## config.mk

```make
export PLATFORM = sky130hd
export DESIGN_NAME = axi_pkt_gen
export DESIGN_NICKNAME = d
export VERILOG_FILES = /design/src/rtl/axi_pkt_gen_pkg.sv /design/src/rtl/setting_reg.sv /design/src/rtl/axi_pkt_gen.sv
export SDC_FILE = /design/constraint.sdc
export NUM_CORES = 1
export LEC_CHECK = 0
export ABC_AREA = 1
export CORE_MARGIN = 10
export CORE_UTILIZATION = 61
export DETAILED_ROUTE_END_ITERATION = 8
export GPL_ROUTABILITY_DRIVEN = 1
export PLACE_DENSITY = 0.84
export SLEW_MARGIN = 10
export SYNTH_ARGS = -nofsm -noshare
export SYNTH_HDL_FRONTEND = slang
export SYNTH_SLANG_ARGS = --single-unit
```

## constraint.sdc

```tcl
create_clock -name clk -period 4.08 [get_ports clk]
set_input_delay 0.816 -clock clk [delete_from_list [all_inputs] [get_ports clk]]
set_output_delay 0.816 -clock clk [all_outputs]
set_load 0.1 [all_outputs]
```

## src/rtl/axi_pkt_gen_pkg.sv

```systemverilog
// Shared definitions for the AXI4-Stream packet generator: settings register offsets,
// FSM state encoding, header field positions and a header packing helper.
package axi_pkt_gen_pkg;

  // Register offsets relative to SR_BASE
  localparam int unsigned REG_CTRL  = 0;
  localparam int unsigned REG_ROUTE = 1;
  localparam int unsigned REG_LEN   = 2;
  localparam int unsigned REG_GAP   = 3;
  localparam int unsigned REG_NUM   = 4;

  localparam int unsigned SEQ_BITS = 12;

  // Header word layout: {4'h0, seq, len_bytes, src, dst}
  localparam int unsigned HDR_DST_LSB = 0;
  localparam int unsigned HDR_SRC_LSB = 16;
  localparam int unsigned HDR_LEN_LSB = 32;
  localparam int unsigned HDR_SEQ_LSB = 48;

  typedef enum logic [1:0] {
    StIdle,
    StHeader,
    StPayload,
    StGap
  } state_e;

  // route is {src, dst} as held in the ROUTE register
  function automatic logic [63:0] pack_header(logic [SEQ_BITS-1:0] seq,
                                              logic [15:0]         len_bytes,
                                              logic [31:0]         route);
    logic [63:0] w;
    w = '0;
    w[HDR_SEQ_LSB +: SEQ_BITS] = seq;
    w[HDR_LEN_LSB +: 16]       = len_bytes;
    w[HDR_SRC_LSB +: 16]       = route[31:16];
    w[HDR_DST_LSB +: 16]       = route[15:0];
    return w;
  endfunction

endpackage

```

## src/rtl/setting_reg.sv

```systemverilog
// Settings-bus register: captures in_i[Width-1:0] when strobe_i is high and addr_i
// equals MyAddr.
// Ports: clk_i, rst_ni (async active-low), strobe_i, addr_i, in_i (32-bit data),
//        out_o (registered value).
module setting_reg #(
  parameter int unsigned      MyAddr  = 0,
  parameter int unsigned      AWidth  = 16,
  parameter int unsigned      Width   = 32,
  parameter logic [Width-1:0] AtReset = '0
) (
  input  logic              clk_i,
  input  logic              rst_ni,
  input  logic              strobe_i,
  input  logic [AWidth-1:0] addr_i,
  input  logic [31:0]       in_i,
  output logic [Width-1:0]  out_o
);

  logic [Width-1:0] out_q;
  logic             unused_in;

  // Narrow registers ignore the upper data bits
  assign unused_in = ^in_i;

  always_ff @(posedge clk_i or negedge rst_ni) begin
    if (!rst_ni) begin
      out_q <= AtReset;
    end else if (strobe_i && (addr_i == AWidth'(MyAddr))) begin
      out_q <= in_i[Width-1:0];
    end
  end

  assign out_o = out_q;

endmodule

```

## src/rtl/axi_pkt_gen.sv

```systemverilog
// Settings-bus programmed AXI4-Stream packet source. Each packet is one header word
// carrying the routing DST field, followed by LEN patterned payload words.
// Ports:
//   clk, reset (async active-low), clear (sync soft clear)
//   set_stb/set_addr/set_data : settings bus (CTRL, ROUTE, LEN, GAP, NUM at SR_BASE+0..4)
//   o_tdata/o_tvalid/o_tlast/o_tready : 64-bit AXI4-Stream master
//   busy : FSM not idle; pkt_count : packets completed since reset/clear (wraps)
module axi_pkt_gen
  import axi_pkt_gen_pkg::*;
#(
  parameter int unsigned SR_BASE   = 0,
  parameter int unsigned SR_AWIDTH = 16,
  parameter int unsigned LEN_BITS  = 9
) (
  input  logic                 clk,
  input  logic                 reset,
  input  logic                 clear,
  input  logic                 set_stb,
  input  logic [SR_AWIDTH-1:0] set_addr,
  input  logic [31:0]          set_data,
  output logic [63:0]          o_tdata,
  output logic                 o_tvalid,
  output logic                 o_tlast,
  input  logic                 o_tready,
  output logic                 busy,
  output logic [31:0]          pkt_count
);

  // ---------------------------------------------------------------------------
  // Settings registers
  // ---------------------------------------------------------------------------
  logic [1:0]          ctrl_q;
  logic [31:0]         route_q;
  logic [LEN_BITS-1:0] len_q;
  logic [15:0]         gap_q;
  logic [15:0]         num_q;

  setting_reg #(.MyAddr(SR_BASE + REG_CTRL), .AWidth(SR_AWIDTH), .Width(2)) u_reg_ctrl (
    .clk_i(clk), .rst_ni(reset), .strobe_i(set_stb), .addr_i(set_addr), .in_i(set_data),
    .out_o(ctrl_q)
  );

  setting_reg #(.MyAddr(SR_BASE + REG_ROUTE), .AWidth(SR_AWIDTH), .Width(32)) u_reg_route (
    .clk_i(clk), .rst_ni(reset), .strobe_i(set_stb), .addr_i(set_addr), .in_i(set_data),
    .out_o(route_q)
  );

  setting_reg #(.MyAddr(SR_BASE + REG_LEN), .AWidth(SR_AWIDTH), .Width(LEN_BITS)) u_reg_len (
    .clk_i(clk), .rst_ni(reset), .strobe_i(set_stb), .addr_i(set_addr), .in_i(set_data),
    .out_o(len_q)
  );

  setting_reg #(.MyAddr(SR_BASE + REG_GAP), .AWidth(SR_AWIDTH), .Width(16)) u_reg_gap (
    .clk_i(clk), .rst_ni(reset), .strobe_i(set_stb), .addr_i(set_addr), .in_i(set_data),
    .out_o(gap_q)
  );

  setting_reg #(.MyAddr(SR_BASE + REG_NUM), .AWidth(SR_AWIDTH), .Width(16)) u_reg_num (
    .clk_i(clk), .rst_ni(reset), .strobe_i(set_stb), .addr_i(set_addr), .in_i(set_data),
    .out_o(num_q)
  );

  // Register values as they will be after this edge. Shadow loads and go/stop decisions
  // use these so a write coinciding with end-of-packet is seen by the next header.
  logic                wr_ctrl, wr_route, wr_len, wr_gap, wr_num;
  logic                go_nxt, mode_nxt;
  logic [31:0]         route_nxt;
  logic [LEN_BITS-1:0] len_nxt;
  logic [15:0]         gap_nxt, num_nxt;

  assign wr_ctrl  = set_stb && (set_addr == SR_AWIDTH'(SR_BASE + REG_CTRL));
  assign wr_route = set_stb && (set_addr == SR_AWIDTH'(SR_BASE + REG_ROUTE));
  assign wr_len   = set_stb && (set_addr == SR_AWIDTH'(SR_BASE + REG_LEN));
  assign wr_gap   = set_stb && (set_addr == SR_AWIDTH'(SR_BASE + REG_GAP));
  assign wr_num   = set_stb && (set_addr == SR_AWIDTH'(SR_BASE + REG_NUM));

  assign go_nxt    = wr_ctrl  ? set_data[0]              : ctrl_q[0];
  assign mode_nxt  = wr_ctrl  ? set_data[1]              : ctrl_q[1];
  assign route_nxt = wr_route ? set_data                 : route_q;
  assign len_nxt   = wr_len   ? set_data[LEN_BITS-1:0]   : len_q;
  assign gap_nxt   = wr_gap   ? set_data[15:0]           : gap_q;
  assign num_nxt   = wr_num   ? set_data[15:0]           : num_q;

  // ---------------------------------------------------------------------------
  // Per-packet shadow copies, loaded on every entry to the header state
  // ---------------------------------------------------------------------------
  logic                hdr_enter;
  logic [31:0]         route_s_q;
  logic [LEN_BITS-1:0] len_s_q;
  logic [15:0]         gap_s_q;
  logic                mode_s_q;

  always_ff @(posedge clk or negedge reset) begin
    if (!reset) begin
      route_s_q <= '0;
      len_s_q   <= '0;
      gap_s_q   <= '0;
      mode_s_q  <= 1'b0;
    end else if (hdr_enter) begin
      route_s_q <= route_nxt;
      len_s_q   <= len_nxt;
      gap_s_q   <= gap_nxt;
      mode_s_q  <= mode_nxt;
    end
  end

  // ---------------------------------------------------------------------------
  // FSM and counters
  // ---------------------------------------------------------------------------
  state_e              state_q, state_d;
  logic [SEQ_BITS-1:0] seq_q, seq_d;
  logic [31:0]         pkt_cnt_q, pkt_cnt_d;
  logic [LEN_BITS-1:0] idx_q, idx_d;
  logic [15:0]         rem_q, rem_d;
  logic                unlim_q, unlim_d;
  logic [15:0]         gap_cnt_q, gap_cnt_d;
  logic                hs, eop;

  assign hs = o_tvalid & o_tready;

  always_comb begin
    state_d   = state_q;
    seq_d     = seq_q;
    pkt_cnt_d = pkt_cnt_q;
    idx_d     = idx_q;
    rem_d     = rem_q;
    unlim_d   = unlim_q;
    gap_cnt_d = gap_cnt_q;
    hdr_enter = 1'b0;
    eop       = 1'b0;

    unique case (state_q)
      StIdle: begin
        if (wr_ctrl && set_data[0]) begin
          state_d   = StHeader;
          rem_d     = num_nxt;
          unlim_d   = (num_nxt == 16'd0);
          hdr_enter = 1'b1;
        end
      end
      StHeader: begin
        if (hs) begin
          if (len_s_q == '0) begin
            eop = 1'b1;
          end else begin
            state_d = StPayload;
            idx_d   = LEN_BITS'(1);
          end
        end
      end
      StPayload: begin
        if (hs) begin
          if (idx_q == len_s_q) begin
            eop = 1'b1;
          end else begin
            idx_d = idx_q + LEN_BITS'(1);
          end
        end
      end
      StGap: begin
        if (!go_nxt) begin
          state_d = StIdle;
        end else if (gap_cnt_q == 16'd1) begin
          state_d   = StHeader;
          hdr_enter = 1'b1;
        end else begin
          gap_cnt_d = gap_cnt_q - 16'd1;
        end
      end
      default: state_d = StIdle;
    endcase

    if (eop) begin
      pkt_cnt_d = pkt_cnt_q + 32'd1;
      seq_d     = seq_q + SEQ_BITS'(1);
      if (!unlim_q) begin
        rem_d = rem_q - 16'd1;
      end
      if (!go_nxt || (!unlim_q && (rem_q == 16'd1))) begin
        state_d = StIdle;
      end else if (gap_s_q == 16'd0) begin
        state_d   = StHeader;
        hdr_enter = 1'b1;
      end else begin
        state_d   = StGap;
        gap_cnt_d = gap_s_q;
      end
    end
  end

  always_ff @(posedge clk or negedge reset) begin
    if (!reset) begin
      state_q   <= StIdle;
      seq_q     <= '0;
      pkt_cnt_q <= '0;
      idx_q     <= '0;
      rem_q     <= '0;
      unlim_q   <= 1'b0;
      gap_cnt_q <= '0;
    end else if (clear) begin
      // Registers are kept; any packet in flight is dropped
      state_q   <= StIdle;
      seq_q     <= '0;
      pkt_cnt_q <= '0;
      idx_q     <= '0;
      rem_q     <= '0;
      unlim_q   <= 1'b0;
      gap_cnt_q <= '0;
    end else begin
      state_q   <= state_d;
      seq_q     <= seq_d;
      pkt_cnt_q <= pkt_cnt_d;
      idx_q     <= idx_d;
      rem_q     <= rem_d;
      unlim_q   <= unlim_d;
      gap_cnt_q <= gap_cnt_d;
    end
  end

  // ---------------------------------------------------------------------------
  // Outputs: decoded from registered state only, so o_tready never reaches o_tvalid
  // ---------------------------------------------------------------------------
  logic [15:0] len_bytes;

  assign len_bytes = (16'(len_s_q) + 16'd1) << 3;

  always_comb begin
    o_tdata  = '0;
    o_tvalid = 1'b0;
    o_tlast  = 1'b0;
    unique case (state_q)
      StHeader: begin
        o_tvalid = 1'b1;
        o_tlast  = (len_s_q == '0);
        o_tdata  = pack_header(seq_q, len_bytes, route_s_q);
      end
      StPayload: begin
        o_tvalid = 1'b1;
        o_tlast  = (idx_q == len_s_q);
        o_tdata  = mode_s_q ? {route_s_q, route_s_q} : {20'h0, seq_q, 32'(idx_q)};
      end
      default: ;
    endcase
  end

  assign busy      = (state_q != StIdle);
  assign pkt_count = pkt_cnt_q;

endmodule
```

# Word level (Yosys, flattened, before mapping)

Index checks and enable logic that the tools add are counted.

Bits of input ports: 53
Output and inout port bits: 99
Logic and storage cells: 123
Flip-flop bits (word level): 221

Multiplexer cells: 57
Bitwise logic cells: 1
$add $sub $neg: 6
Equality and inequality tests: 18
Reduce and logical (&&, ||, !) cells: 25

Operators with widths:

| kind                                                                 | number |
|---|---|
| 16-bit 2-to-1 mux                                                    | 14 |
| 64-bit case mux with 2 select lines                                  | 1 |
| 32-bit 2-to-1 mux                                                    | 3 |
| 64-bit 2-to-1 mux                                                    | 1 |
| 9-bit 2-to-1 mux                                                     | 6 |
| 16-bit by 1-bit == test with 1-bit output, second input constant     | 3 |
| 16-bit logical NOT                                                   | 3 |
| 32-bit by 1-bit adder with 32-bit output, second input constant      | 1 |
| 16-bit by 2-bit == test with 1-bit output, second input constant     | 2 |
| 16-bit by 1-bit subtractor with 16-bit output, second input constant | 2 |
| 12-bit 2-to-1 mux                                                    | 2 |
| 2-bit 2-to-1 mux                                                     | 9 |
| 9-bit case mux with 2 select lines                                   | 1 |
| 16-bit by 3-bit == test with 1-bit output, second input constant     | 1 |
| 1-bit 2-to-1 mux                                                     | 16 |
| 12-bit by 1-bit adder with 12-bit output, second input constant      | 1 |
| 3-bit inequality test, second input constant                         | 4 |
| 4-bit inequality test, second input constant                         | 3 |
| 9-bit by 1-bit adder with 10-bit output, second input constant       | 1 |
| 5-bit AND reduction                                                  | 2 |
| 9-bit by 1-bit adder with 9-bit output, second input constant        | 1 |
| 9-bit == test                                                        | 1 |
| 9-bit logical NOT                                                    | 1 |
| 2-bit nonzero test                                                   | 4 |
| 14 further kinds                                                     | 24 |

# Depth between registers and ports, before layout

Gate-level depths: netlist of the first run.

Depth in word-level cells: 9
Mapped depth: 16
Mapped depth without buffers: 14

# Hierarchy

A second synthesis of the first run with hierarchy kept.

Cell total of the unflattened synthesis: 2058
Area total of the unflattened synthesis: 14218.6 um^2

Modules (own cells, without submodules):

| module                    | instances | sequential area each (um^2) | area each (um^2) | cells an instance |
|---|---|---|---|---|
| axi_pkt_gen               | 1         | 3653.5                      | 10710.3          | 1665 |
| setting_reg (u_reg_route) | 1         | 800.8                       | 1388.8           | 155 |
| setting_reg (u_reg_num)   | 1         | 400.4                       | 750.7            | 83 |
| setting_reg (u_reg_gap)   | 1         | 400.4                       | 745.7            | 82 |
| setting_reg (u_reg_len)   | 1         | 225.2                       | 449.2            | 51 |
| setting_reg (u_reg_ctrl)  | 1         | 50.0                        | 173.9            | 22 |

# Least setup slack after synthesis of the first run

Ideal clock, no wire load.

Kind: register -> output
Start point: register state_q[0]
End point: output port o_tdata[54]
Data arrival time: 4.331 ns
Stages on the path, launching flop included: 9
Required time: 3.264 ns
Slack: -1.067 ns
Buffers on the path: 2
Path through: dfrtp_1 -> inv_1 -> ha_1 -> clkbuf_1 -> inv_1 -> nor2_1 -> inv_1 -> clkbuf_1 -> o21ai_0

Longest elaborated chain between the ends: 2
Elaborated cells between the ends (all ways): 3
Those cells by class: eq/ne (2); mux (1)

Ends and longest elaborated chain:

| what                                                                      | RTL line           | RTL |
|---|---|---|
| start: declaration                                                        | axi_pkt_gen.sv:110 | `state_e state_q, state_d;` |
| start signal: assignment                                                  | axi_pkt_gen.sv:193 | `state_q <= StIdle;` |
| start signal: assignment                                                  | axi_pkt_gen.sv:202 | `state_q <= StIdle;` |
| start signal: assignment                                                  | axi_pkt_gen.sv:210 | `state_q <= state_d;` |
| 2-bit == test or 2-bit by 1-bit == test with 1-bit output (tied branches) | axi_pkt_gen.sv:231 | `unique case (state_q)` |
| 64-bit case mux with 2 select lines (*)                                   | axi_pkt_gen.sv:231 |  |
| end: declaration                                                          | axi_pkt_gen.sv:21  | `output logic [63:0] o_tdata,` |

Mark *: on every way between the ends. The rest lies on a longest branch, timed or not.

# Final worst setup path of the first run

Start point: register state_q[0]
End point: output port o_tdata[30]

Same word-level chain as after synthesis.

==> impl_metrics.tcl, run 1 <==
set metrics [dict create \
    cts_sinks 221 \
    slowest_stage "dfrtp_1" \
    p_leak_nw 7.52 \
    syn_to_final_growth_pct 25.2 \
    cts_buffer_depth 3 \
    grt_max_degree 103 \
    worstPathRequired_ps 3260 \
    clock_latency_ps 520 \
    place_ws_ps 659 \
    syn-cell-area_sq_um 12600 \
    critPathKind "register to primary output" \
    num_vias 12900 \
    final_hold_viol_count 0 \
    final_nets 1972 \
    root_buffer "clkbuf_16" \
    final_cell_mix "nand2_1, dfrtp_1, nor2_1" \
    clk_pin_slew_worst_paths_ps 70 \
    drt_iter0_drc 1640 \
    max_freq_mhz 262 \
    rsz0062_at_grt "false" \
    cts_max_level 1 \
    fin_crit_sh_pct 93.5 \
    synth_edf_count 0 \
    post-route-min-period_ps 3810 \
    overflow 0 \
    slew_viol_final 0 \
    drive_gt1_share_pct 11.9 \
    worstPathArrival_ps 3000 \
    synth_cell_types 46 \
    gp_congestion 0.945 \
    cp_max_fo 23 \
    die_w_microns 164 \
    cts.repair.resized 0 \
    crit_chain "inv_1 > ha_2 > inv_1 > nor2_1 > inv_1 > buf_6 > nand2_1 > inv_1 > buf_6 > nor2_1 > buf_12" \
    hpwl_microns 30400 \
    finalSetupTns_ps 0 \
    final_util_pct 78.0 \
    start_util_pct 62.3 \
    row_count 52 \
    ys_seq_area_share_pct 43.7 \
    powerDensity_nw_per_um2 423 \
    wl_microns 41800 \
    ys.flop_type "dfrtp_1" \
    async_flop_share_pct 100 \
    maxCapViolCount 0 \
    synthCells 1774 \
    wire_per_inst_microns 19.0 \
    postCtsSetupBuffers 0 \
    grt_pass1_vias 12600 \
    antenna_found_initial 3 \
    worst_slew_pin_slew_ps 994 \
    min_path_type "primary input to async pin" \
    cts_tree "done" \
    drc 0 \
    syn_area_per_cell_sq_um 7.13 \
    synth_nets 1840 \
    drtPass1Iterations 7 \
    critPathLaunchType "register" \
    grt_pass1_wl_microns 66700 \
    status "completed" \
    crit_top_cell "inv_1" \
    ys_ff_latch 221 \
    via_per_inst 5.88 \
    drtAntennaViolNets 0 \
    max_slew_margin_pct 33.6 \
    worst_slack_ps 267 \
    finalSetupViolCount 0 \
    numCtsBuffers 23 \
    layout_commonest_cell "nand2_1" \
    yosysWarnings 0 \
    dieArea_sq_um 26900 \
    io_pins 152 \
    ir_drop_uv 320 \
    worst_setup_path_end_kind "primary output" \
    port_buffers 151 \
    cts_hold_buf 0 \
    dp_cells 2151 \
    core-area_sq_um 20300 \
    slowest_delay_ps 420 \
    die_y_microns 164 \
    final_cells 2195 \
    grt_usage_pct 30.7 \
    skew_ps 24.1 \
]
## Yosys cell counts, types with 6 or more instances
cell,instances,area [sq um]
nand2_1,536,2010
dfrtp_1,221,5530
nor2_1,221,830
inv_1,180,676
nand3_1,179,896
o21ai_0,122,611
clkbuf_1,43,161
nor3_1,37,185
a21oi_1,36,180
xor2_1,31,272
nand4_1,27,169
buf_2,17,85.1
o22ai_1,17,106
mux2_2,16,180
ha_1,13,163
nor4_1,7,43.8
o31ai_1,7,52.6
inv_2,6,22.5
## metal layers
metal / up-vias / share of wire (%) / track usage, % / wire length, microns
met4: 0 / 3.8 / 11.5 / 1590
li1: 5964 / - / - / -
met5: - / 0 / 0 / 0
met3: 108 / 11 / 8.79 / 4510
met1: 6127 / 40 / 39.6 / 16800
met2: 704 / 45 / 48.0 / 18800
## power by group
part           switching [mW]  internal, mW  total (mW)
clock network           0.910          1.21        2.12
registers               0.103          2.30        2.40
logic                    1.56         0.609        2.17
total                    2.58          4.11        6.69
## worst max-delay path: cells and delay by family (launching register included)
family                     cells  cell delay [ps]
buffers and inverters          7             1410
adders and majority gates      1              290
DFF                            1              420
and+or+nand+nor                3              340
## cell families (layout without fill, tap and decap cells)
| family | count (synthesis) | count (layout) | synth area share (%) |
|---|---|---|---|
| buffers and inverters | 260 | 408 | 8.25 |
| multiplexers | 16 | 16 | 1.42 |
| XOR/XNOR | 34 | 34 | 2.35 |
| AND/OR/NAND/NOR | 1030 | 1030 | 34.3 |
| AO/OA/AOI/OAI | 200 | 200 | 8.63 |
| other | 0 | 3 | 0 |
| adder cells (fa/ha/maj) | 13 | 13 | 1.29 |
| flip-flops | 221 | 221 | 43.7 |
## layout make-up
| type | count | area, sq um |
|---|---|---|
| Clock inverter | 14 | 136 |
| Inverter | 189 | 714 |
| Clock buffer | 27 | 611 |
| Tap cell | 270 | 338 |
| Fill cell | 1478 | 4470 |
| Sequential cell | 221 | 5530 |
| Antenna cell | 3 | 7.51 |
| Multi-Input combinational cell | 1293 | 6320 |
| Timing Repair Buffer | 178 | 2170 |
## registers in the layout, summed over array words and instances, names as in the netlist
register,count
u_reg_num.out_o,16
rem_q,16
u_reg_gap.out_o,16
len_s_q,9
route_s_q,32
gap_s_q,16
unlim_q,1
u_reg_ctrl.out_o,2
seq_q,12
mode_s_q,1
gap_cnt_q,16
u_reg_route.out_o,32
pkt_count,32
u_reg_len.out_o,9
state_q,2
idx_q,9
## metrics by stage
step           instance area [sq um]  hold WS [ps]  power, mW
6_report                       15800           313       6.69
5_1_grt                        15800           372       6.98
4_1_cts                        15800           361       6.65
3_5_place_dp                   15100           484       4.56
3_3_place_gp                   15100           473       4.52
2_1_floorplan                  12900           454       3.93
## path summary, 6_finish.rpt
path,from,end,slack [ps],depth (start not counted)
max,state_q[0],o_tdata[30],270,11
min,reset,idx_q[3],310,1
max reg2reg,state_q[1],gap_cnt_q[9],900,11
min reg2reg,u_reg_num.out_o[12],u_reg_num.out_o[12],500,2
max in group asynchronous,reset,route_s_q[31],2830,2
min in group clk,u_reg_num.out_o[12],u_reg_num.out_o[12],500,2
(Power assumes the default switching activity.)
==> run 2: changes to the inputs <==
CORE_UTILIZATION = 62   (was 61)
SKIP_LAST_GASP = 1   (was default)
SYNTH_HIERARCHICAL = 1   (was default)
==> run 2 against run 1 <==
Net effect:
- final area up 11%
- flip-flop and latch count stayed put
- cell count rose by 13%
- first-iteration DRC count up 23%
- clock power increased by 13%
- sequential power about the same
- wire length up 13%
- total power grew 2.7%
- critical path type unchanged
- largest power group unchanged
- clock skew is 14 ps lower
- worst hold slack lost 17 ps
- highest routed layer unchanged
- combinational power shrank 5%
- count of clock-buffer cells in the layout grew 6
==> impl_metrics.tcl, run 2 <==
set metrics [dict create \
    status "completed" \
    rsz0062_at_grt "false" \
    cp_max_fo 24 \
    pwr-share-seq_pct 35.0 \
    core-area_sq_um 22600 \
    syn_area_per_cell_sq_um 6.91 \
    p_clk_share_pct 34.9 \
    synth.most_common_cell "nand2_1" \
    yosysWarnings 6 \
    ys.flop_type "dfrtp_1" \
    max_slew_margin_pct 34.2 \
    cts_sinks 221 \
    async_flop_share_pct 100 \
    powerDensity_nw_per_um2 390 \
    worst_setup_path_end_kind "primary output" \
    synthTopCellsByCount "nand2_1, nor2_1, dfrtp_1, inv_1, nand3_1" \
    max_freq_mhz 259 \
    drt_iter0_drc 2021 \
    die_w_microns 171 \
    final_cell_mix "nand2_1, dfrtp_1, nor2_1" \
    port_buffers 151 \
    critPathKind "register to primary output" \
    drtAntennaViolNets 0 \
    total_power_mw 6.87 \
    cts_max_level 1 \
    grt_max_degree 104 \
    post-route-min-period_ps 3860 \
    cts_hold_buf 0 \
    hpwl_microns 33800 \
    diodes 0 \
    synth_edf_count 0 \
    rr_worst_depth 10 \
    finalSetupTns_ps 0 \
    row_count 55 \
    gp_congestion 0.979 \
    synth_top_area_cell "dfrtp_1" \
    pwr-share-comb_pct 30.1 \
    ys_seq_area_share_pct 38.9 \
    grt_pass1_vias 13900 \
    switching_share_pct 37.1 \
    r2r_setup_slack_ps 1090 \
    num_vias 15100 \
    p_leak_nw 8.32 \
    cts_tree "done" \
    ys_ff_latch 221 \
    switching_power_mw 2.55 \
    via_per_inst 6.09 \
    synthTopCellsByArea "dfrtp_1, nand2_1, nor2_1, nand4_1, nand3_1" \
    final_nets 2240 \
    syn-cell-area_sq_um 14200 \
    cts_buffer_depth 3 \
    synth_nets 2124 \
    ir_drop_uv 332 \
    start_util_pct 63.0 \
    drive_gt1_share_pct 12.0 \
    fin_crit_sh_pct 94.7 \
    regArea_sq_um 5530 \
    finalSetupViolCount 0 \
    io_pins 152 \
    maxCapViolCount 0 \
    numCtsBuffers 25 \
    whs_ps 296 \
    antenna_found_initial 0 \
    wl_microns 47100 \
    wire_per_inst_microns 19.0 \
    root_buffer "clkbuf_16" \
    synth_top_area_share_pct 38.9 \
    postCtsSetupBuffers 0 \
    synthCells 2058 \
    layout_commonest_cell "nand2_1" \
    critPathLaunchType "register" \
    fillCellCount 1579 \
    internal_power_mw 4.32 \
    worstPathArrival_ps 3050 \
    final_hold_viol_count 0 \
    slew_viol_final 0 \
    die_y_microns 171 \
    synth_cell_types 48 \
    min_path_type "primary input to async pin" \
    multi_input_comb_area_sq_um 7720 \
    dieArea_sq_um 29400 \
    clk_pin_slew_worst_paths_ps 60 \
    clock_latency_ps 540 \
    grt_usage_pct 31.1 \
    worst_slew_pin_slew_ps 984 \
    overflow 0 \
    rr_endpoint "pkt_count[21]" \
    grt_pass1_wl_microns 74000 \
    drc 0 \
    syn_to_final_growth_pct 23.8 \
    drtPass1Iterations 8 \
    regToRegStartpoint "state_q[0]" \
    cts.repair.resized 0 \
    worstPathRequired_ps 3260 \
    skew_ps 10.6 \
]
run 2: changes by cell type after synthesis, sizes merged, moves of 7 or more:
cell	previous run	this run
o21ai	125	132
nor3	38	46
buf	28	49
nand3	181	154
nor2	227	242
nand4	28	130
nand2	541	674
a21oi	37	44
run 2: how the worst max path moves through the flow:
stage	slack, ps	start	cells after the start	endpoint
after floorplan	-960	state_q[0]	5	o_tdata[42]
after detailed placement	490	set_addr[1]	13	route_s_q[31]
after global routing	100	state_q[0]	11	o_tdata[0]
after global placement	580	set_addr[1]	13	route_s_q[31]
after CTS	150	state_q[0]	11	o_tdata[0]
final	220	state_q[0]	11	o_tdata[0]
run 2: layer usage:
metal / GRT usage, % / part of all wire, % / vias to the layer above
met1: 42.1 / 40 / 6988
met5: 0 / 0 / -
li1: - / - / 6975
met4: 12.6 / 4.4 / 0
met2: 47.7 / 45 / 952
met3: 6.53 / 11 / 162
run 2: through the flow:
| step | area (sq um) | utilization, % | setup WS, ps | instances |
|---|---|---|---|---|
| 2_1_floorplan | 14400 | - | -961 | 2058 |
| 3_3_place_gp | 16700 | 74.1 | 584 | 2432 |
| 3_5_place_dp | 16700 | 74.1 | 493 | 2432 |
| 4_1_cts | 17600 | 78.0 | 148 | 2475 |
| 5_1_grt | 17600 | 78.0 | 103 | 2475 |
| 6_report | 17600 | 78.0 | 215 | 2475 |
run 2: cell type report:
type / count / area share, %
Clock buffer: 33 / 4.12
Clock inverter: 10 / 0.867
Inverter: 187 / 3.99
Multi-Input combinational cell: 1555 / 43.9
Sequential cell: 221 / 31.4
Tap cell: 285 / 2.03
Timing Repair Buffer: 184 / 13.7
run 2: worst max-delay path, stage by stage (launching register included):
cell,delay [ps]
dfrtp_1,400
inv_1,80
ha_1,330
inv_1,290
nor2_1,120
inv_1,70
buf_4,310
nand2_1,100
inv_1,80
buf_6,280
o32ai_2,200
buf_12,230
run 2: power groups by stage:
stage | sequential, mW | clock [mW] | combinational [mW]
detailed placement | 2.44 | 0 | 2.01
global placement | 2.43 | 0 | 1.98
floorplan | 2.45 | 0 | 1.40
global route | 2.42 | 2.49 | 2.24
CTS | 2.40 | 2.40 | 2.03
finish | 2.40 | 2.40 | 2.07
run 2: cell families after synthesis:
| logic type | share of synthesized area, % |
|---|---|
| AOI/OAI and AO/OA | 8.19 |
| muxes | 1.27 |
| and+or+nand+nor | 39.9 |
| buffers and inverters | 8.23 |
| DFF | 38.9 |
| xor gates and xnor gates | 2.34 |
| adders and majority gates | 1.14 |
